### config.mk
export PLATFORM = sky130hd
export DESIGN_NAME = gpr_write_sequencer
export DESIGN_NICKNAME = d
export VERILOG_FILES = /design/src/rtl/gpr_write_sequencer.sv
export SDC_FILE = /design/constraint.sdc
export NUM_CORES = 1
export LEC_CHECK = 0
export BUFFER_PORTS_ARGS = -buffer_cell sky130_fd_sc_hd__buf_2
export CORE_UTILIZATION = 41
export DETAILED_ROUTE_END_ITERATION = 8
export GPL_ROUTABILITY_DRIVEN = 0
export PLACE_DENSITY = 0.82
export SLEW_MARGIN = 20
export SYNTH_ARGS = -nofsm -noshare
export SYNTH_HDL_FRONTEND = slang
export SYNTH_SLANG_ARGS = --single-unit
### constraint.sdc
create_clock -name clk -period 1.46 [get_ports clk]
set_input_delay 0.146 -clock clk [delete_from_list [all_inputs] [get_ports clk]]
set_output_delay 0.146 -clock clk [all_outputs]
set_load 0.01 [all_outputs]
### src/rtl/gpr_write_sequencer.sv
// gpr_write_sequencer: decodes a byte-wide instruction stream (LDI / MOV / CLR / NOP)
// and drives one-hot load strobes plus write data into a 4 x 8-bit register bank.
// Optional feature macro: GPR_SEQ_ADD_EN turns opcode 00 from NOP into ADD.
module gpr_write_sequencer (
    input  logic       clk,
    input  logic       reset,
    input  logic [7:0] instr,
    input  logic       instr_valid,
    output logic       instr_ready,
    input  logic [7:0] rd0,
    input  logic [7:0] rd1,
    input  logic [7:0] rd2,
    input  logic [7:0] rd3,
    output logic       load0,
    output logic       load1,
    output logic       load2,
    output logic       load3,
    output logic [7:0] wr_data,
    output logic       busy,
    output logic [7:0] instr_count
);

    typedef enum logic [1:0] {
        IDLE = 2'd0,
        IMM  = 2'd1,
        EXEC = 2'd2
    } state_t;

    localparam logic [1:0] OP_NOP = 2'b00;
    localparam logic [1:0] OP_LDI = 2'b01;
    localparam logic [1:0] OP_MOV = 2'b10;
    localparam logic [1:0] OP_CLR = 2'b11;

    state_t     r_state;
    state_t     w_next_state;
    logic [1:0] r_dst;
    logic [3:0] r_load;
    logic [7:0] r_wr_data;
    logic [7:0] r_instr_count;

    logic       w_accept;
    logic [1:0] w_opcode;
    logic [1:0] w_dst;
    logic [1:0] w_src;
    logic [7:0] w_rd_src;
    logic       w_goes_exec;
    logic [7:0] w_idle_data;
    logic       w_unused;

    assign w_opcode = instr[7:6];
    assign w_dst    = instr[5:4];
    assign w_src    = instr[3:2];
    assign w_unused = &{1'b0, instr[1:0]};

    // The sequencer only refuses bytes while a write strobe is on the bus
    assign instr_ready = (r_state != EXEC);
    assign busy        = (r_state != IDLE);
    assign w_accept    = instr_valid & instr_ready;

    assign load0       = r_load[0];
    assign load1       = r_load[1];
    assign load2       = r_load[2];
    assign load3       = r_load[3];
    assign wr_data     = r_wr_data;
    assign instr_count = r_instr_count;

    // Read-port mux selecting the source register for MOV/ADD
    always_comb begin
        w_rd_src = rd0;
        case (w_src)
            2'd0:    w_rd_src = rd0;
            2'd1:    w_rd_src = rd1;
            2'd2:    w_rd_src = rd2;
            default: w_rd_src = rd3;
        endcase
    end

`ifdef GPR_SEQ_ADD_EN
    logic [7:0] w_rd_dst;

    // Read-port mux selecting the destination register as the ADD accumulator
    always_comb begin
        w_rd_dst = rd0;
        case (w_dst)
            2'd0:    w_rd_dst = rd0;
            2'd1:    w_rd_dst = rd1;
            2'd2:    w_rd_dst = rd2;
            default: w_rd_dst = rd3;
        endcase
    end
`endif

    // Single-byte decode: which opcodes write straight away and with what value
    always_comb begin
        w_goes_exec = 1'b0;
        w_idle_data = 8'h00;
        case (w_opcode)
            OP_MOV: begin
                w_goes_exec = 1'b1;
                w_idle_data = w_rd_src;
            end
            OP_CLR: begin
                w_goes_exec = 1'b1;
                w_idle_data = 8'h00;
            end
            OP_NOP: begin
`ifdef GPR_SEQ_ADD_EN
                w_goes_exec = 1'b1;
                w_idle_data = w_rd_dst + w_rd_src;
`else
                w_goes_exec = 1'b0;
                w_idle_data = 8'h00;
`endif
            end
            default: begin
                w_goes_exec = 1'b0;
                w_idle_data = 8'h00;
            end
        endcase
    end

    // State register; reset drops any half-finished instruction immediately
    always_ff @(posedge clk or negedge reset) begin
        if (!reset) begin
            r_state <= IDLE;
        end else begin
            r_state <= w_next_state;
        end
    end

    // Next-state logic: LDI waits for its immediate, every write spends one cycle in EXEC
    always_comb begin
        w_next_state = r_state;
        case (r_state)
            IDLE: begin
                if (w_accept) begin
                    if (w_opcode == OP_LDI) begin
                        w_next_state = IMM;
                    end else if (w_goes_exec) begin
                        w_next_state = EXEC;
                    end
                end
            end
            IMM: begin
                if (w_accept) begin
                    w_next_state = EXEC;
                end
            end
            EXEC: begin
                w_next_state = IDLE;
            end
            default: begin
                w_next_state = IDLE;
            end
        endcase
    end

    // Registered outputs: strobe and data are set up on entry to EXEC so they are glitch-free
    always_ff @(posedge clk or negedge reset) begin
        if (!reset) begin
            r_dst         <= 2'd0;
            r_load        <= 4'b0000;
            r_wr_data     <= 8'h00;
            r_instr_count <= 8'h00;
        end else begin
            r_load <= 4'b0000;
            case (r_state)
                IDLE: begin
                    if (w_accept) begin
                        r_dst <= w_dst;
                        if (w_goes_exec) begin
                            r_wr_data <= w_idle_data;
                            r_load    <= 4'b0001 << w_dst;
                        end
                    end
                end
                IMM: begin
                    if (w_accept) begin
                        r_wr_data <= instr;
                        r_load    <= 4'b0001 << r_dst;
                    end
                end
                EXEC: begin
                    r_instr_count <= r_instr_count + 8'd1;
                end
                default: begin
                    r_load <= 4'b0000;
                end
            endcase
        end
    end

endmodule

==> reports/results.tsv <==
metric	value	unit
status	finished, final reports clean	
Mapped Nets	158	
CP max stage cell	dfrtp_1	
1st-iter DRT viols	32	
number of flops mapped to enable cells by yosys	0	
Mapped Area	1330	um2
share of cells above drive strength 1	44.3	%
GRT Overall Usage	18.2	%
DRC Markers	0	
Worst Hold End	r_load[1]	
CP endpoint kind	output pin	
most common cell after layout, fill and taps aside	buf_2	
Diodes inserted	0	
Hold Path Depth	2	
Nets	230	
RR Endpoint	r_dst[0]	
P_leak	0.924	nW
share of flip-flops with an asynchronous set or reset after synthesis	100	%
sequential area share after synthesis	45.2	%
kind of critical path	flip-flop to output pin	
area delta synth->final	35.1	%
Critical Path Most Common Cell	buf_6	
initial antenna violation count	0	
met3 usage	3.08	%
crit path DAT	1.26	ns
synth unique cells	34	
CP Launch Type	flip-flop	
Rows	20	
clk_lat worst skew	0.32	ns
pin count of the biggest net entering global routing	25	
I/O Buffers	64	
initial core utilization	43.6	%
Final Hold Fails	0	
final worst path period need	1.41	ns
Max Cap Viol	0	
VDD IR-drop max	404	uV
vias in the first global route	1145	
most frequently used flop master after synthesis	dfrtp_1	
Slew Limit Fails	0	
Overflow after GRT	0	
CTS Buf Count	3	
worst path cell trace	buf_6, or2_2, buf_6	
Buf+Inv Stages, Crit Path	2	
Post-DRT Antenna Nets	0	
Worst Hold Class	input port to flip-flop	
flop2flop setup slack	0.13	ns
CTS tree	done	
FMAX	709	MHz
R2R Path Start	r_state[1]	
First-pass DRT Iterations	4	
syn avg cell area	11.7	um2
fin crit share	96.6	%
Power Dens Cells	1100	nW/um2
Worst-Margin Slew	0.506	ns
drt wl/cell	12.2	um
critical path's top delay family	flip-flops	
Synth Instances	114	
Reg clk slew, reported paths	0.12	ns
Synth Register Bits	24	
global route hottest layer	met2	
Num Clock Sinks	24	
WL final	2.79	mm
first-pass GRT wire length	4.73	mm
chip height	59.0	um
Hold Startpoint	instr[5]	
most frequent cells in the layout	63 x buf_2, 24 x dfrtp_1, 13 x nand3_1, 7 x buf_4	
critical path required time	1.31	ns
Core Area	3050	um2
Max Buffers Root-to-Sink	2	
RSZ-0062 raised after global routing	false	
die area	3480	um2
clock skew	0.0129	ns
vias per inst	5.18	
HPWL after DPL	2.25	mm
Worst path max stage delay	0.41	ns
CP max FO	5	
Clock H-tree levels	1	
Final TNS setup	0	ns
Setup-failing EPs final	0	
total power	0.00197	W
IO Count	65	
total number of vias	1187	
Fillers	291	
CTS root buf	clkbuf_4	
Synth Warn #	0	
Global Route met2 Usage	32.5	%
GR Util met1	21.7	%
Worst R2R Path Depth	4	
die width	59.0	um
slew margin rel.	66.3	%
routing by layer:
metal / wire length [um] / vias up
met5: 0 / -
met2: 1330 / 78
met3: 240 / 6
met1: 1180 / 532
met4: 38 / 0
li1: - / 571
final cells by class:
cell class | instances | area [um2] | share of cell area, %
clock buffer | 3 | 22.5 | 1.25
clock inverter | 1 | 30.0 | 1.67
inverter | 3 | 11.3 | 0.627
multi-input combinational | 81 | 677 | 37.7
sequential | 24 | 601 | 33.4
tap | 44 | 55.1 | 3.06
timing repair buffer | 73 | 400 | 22.3
cells in the mapped netlist (2+ instances only):
library cell | n | area share, %
nand2_1 | 6 | 1.7
nor2_1 | 4 | 1.1
nand3_1 | 13 | 4.9
mux2_2 | 2 | 1.7
a221o_1 | 3 | 2.3
o21ai_0 | 5 | 1.9
a2bb2oi_1 | 2 | 1.3
o22ai_1 | 2 | 0.94
and3_1 | 3 | 1.4
buf_2 | 3 | 1.1
nand3b_1 | 2 | 1.1
dfrtp_1 | 24 | 45
a21oi_1 | 2 | 0.75
o32ai_1 | 2 | 1.3
buf_6 | 2 | 1.7
nand2b_1 | 6 | 2.8
inv_1 | 3 | 0.85
nor2b_1 | 4 | 1.9
mux4_1 | 6 | 12
xnor2_1 | 5 | 3.3
xor2_1 | 2 | 1.3
flip-flops by register name (all words and copies together) (netlist names):
name	flops
instr_count	8
r_dst	2
wr_data	8
r_state	2
r_load	4
kinds of logic after synthesis:
family | Yosys count | share of synthesized area, %
AO/OA/AOI/OAI | 18 | 9.69
XOR/XNOR | 7 | 4.61
adder cells (fa/ha/maj) | 1 | 0.941
buffers and inverters | 9 | 3.95
flip-flops | 24 | 45.2
multiplexers | 11 | 17.2
AND/OR/NAND/NOR | 44 | 18.4
worst max-delay path by stage:
| stage | from | to | slack, ns | depth (start not counted) |
|---|---|---|---|---|
| 2_1_floorplan | r_state[1] | wr_data[0] | 0.09 | 5 |
| 5_1_grt | r_state[1] | busy | 0.004 | 3 |
| 3_3_place_gp | instr[2] | wr_data[1] | 0.11 | 3 |
| 3_5_place_dp | instr[2] | wr_data[0] | 0.1 | 3 |
| 6_report | r_state[1] | busy | 0.05 | 3 |
| 4_1_cts | r_state[1] | busy | 0.01 | 3 |
stage by stage:
stage | cells | instance area [um2] | worst slack (ns) | hold slack, ns | utilization [%]
final | 229 | 1800 | 0.0499 | 0.0509 | 58.9
after detailed placement | 221 | 1700 | 0.0987 | 0.142 | 55.7
after global placement | 221 | 1700 | 0.106 | 0.138 | 55.7
after floorplan | 114 | 1330 | 0.0903 | -0.150 | -
after global routing | 229 | 1800 | 0.00363 | 0.0497 | 58.9
after CTS | 227 | 1770 | 0.0140 | 0.0481 | 58.0
report_power, final:
| part | switching (W) | total, W | internal, W |
|---|---|---|---|
| sequential | 0.000119 | 0.000917 | 0.000798 |
| combinational | 0.000271 | 0.000584 | 0.000313 |
| clock | 0.000193 | 0.000471 | 0.000278 |
| total | 0.000583 | 0.00197 | 0.00139 |
what timing repair did:
item	4_1_cts	5_1_grt
hold buffers	1	0
setup buffers	1	2
setup endpoints to repair	1	1
resized for setup	0	3
pin swaps	0	0
endpoints found under the hold margin	24	0
(Power assumes the default switching activity.)
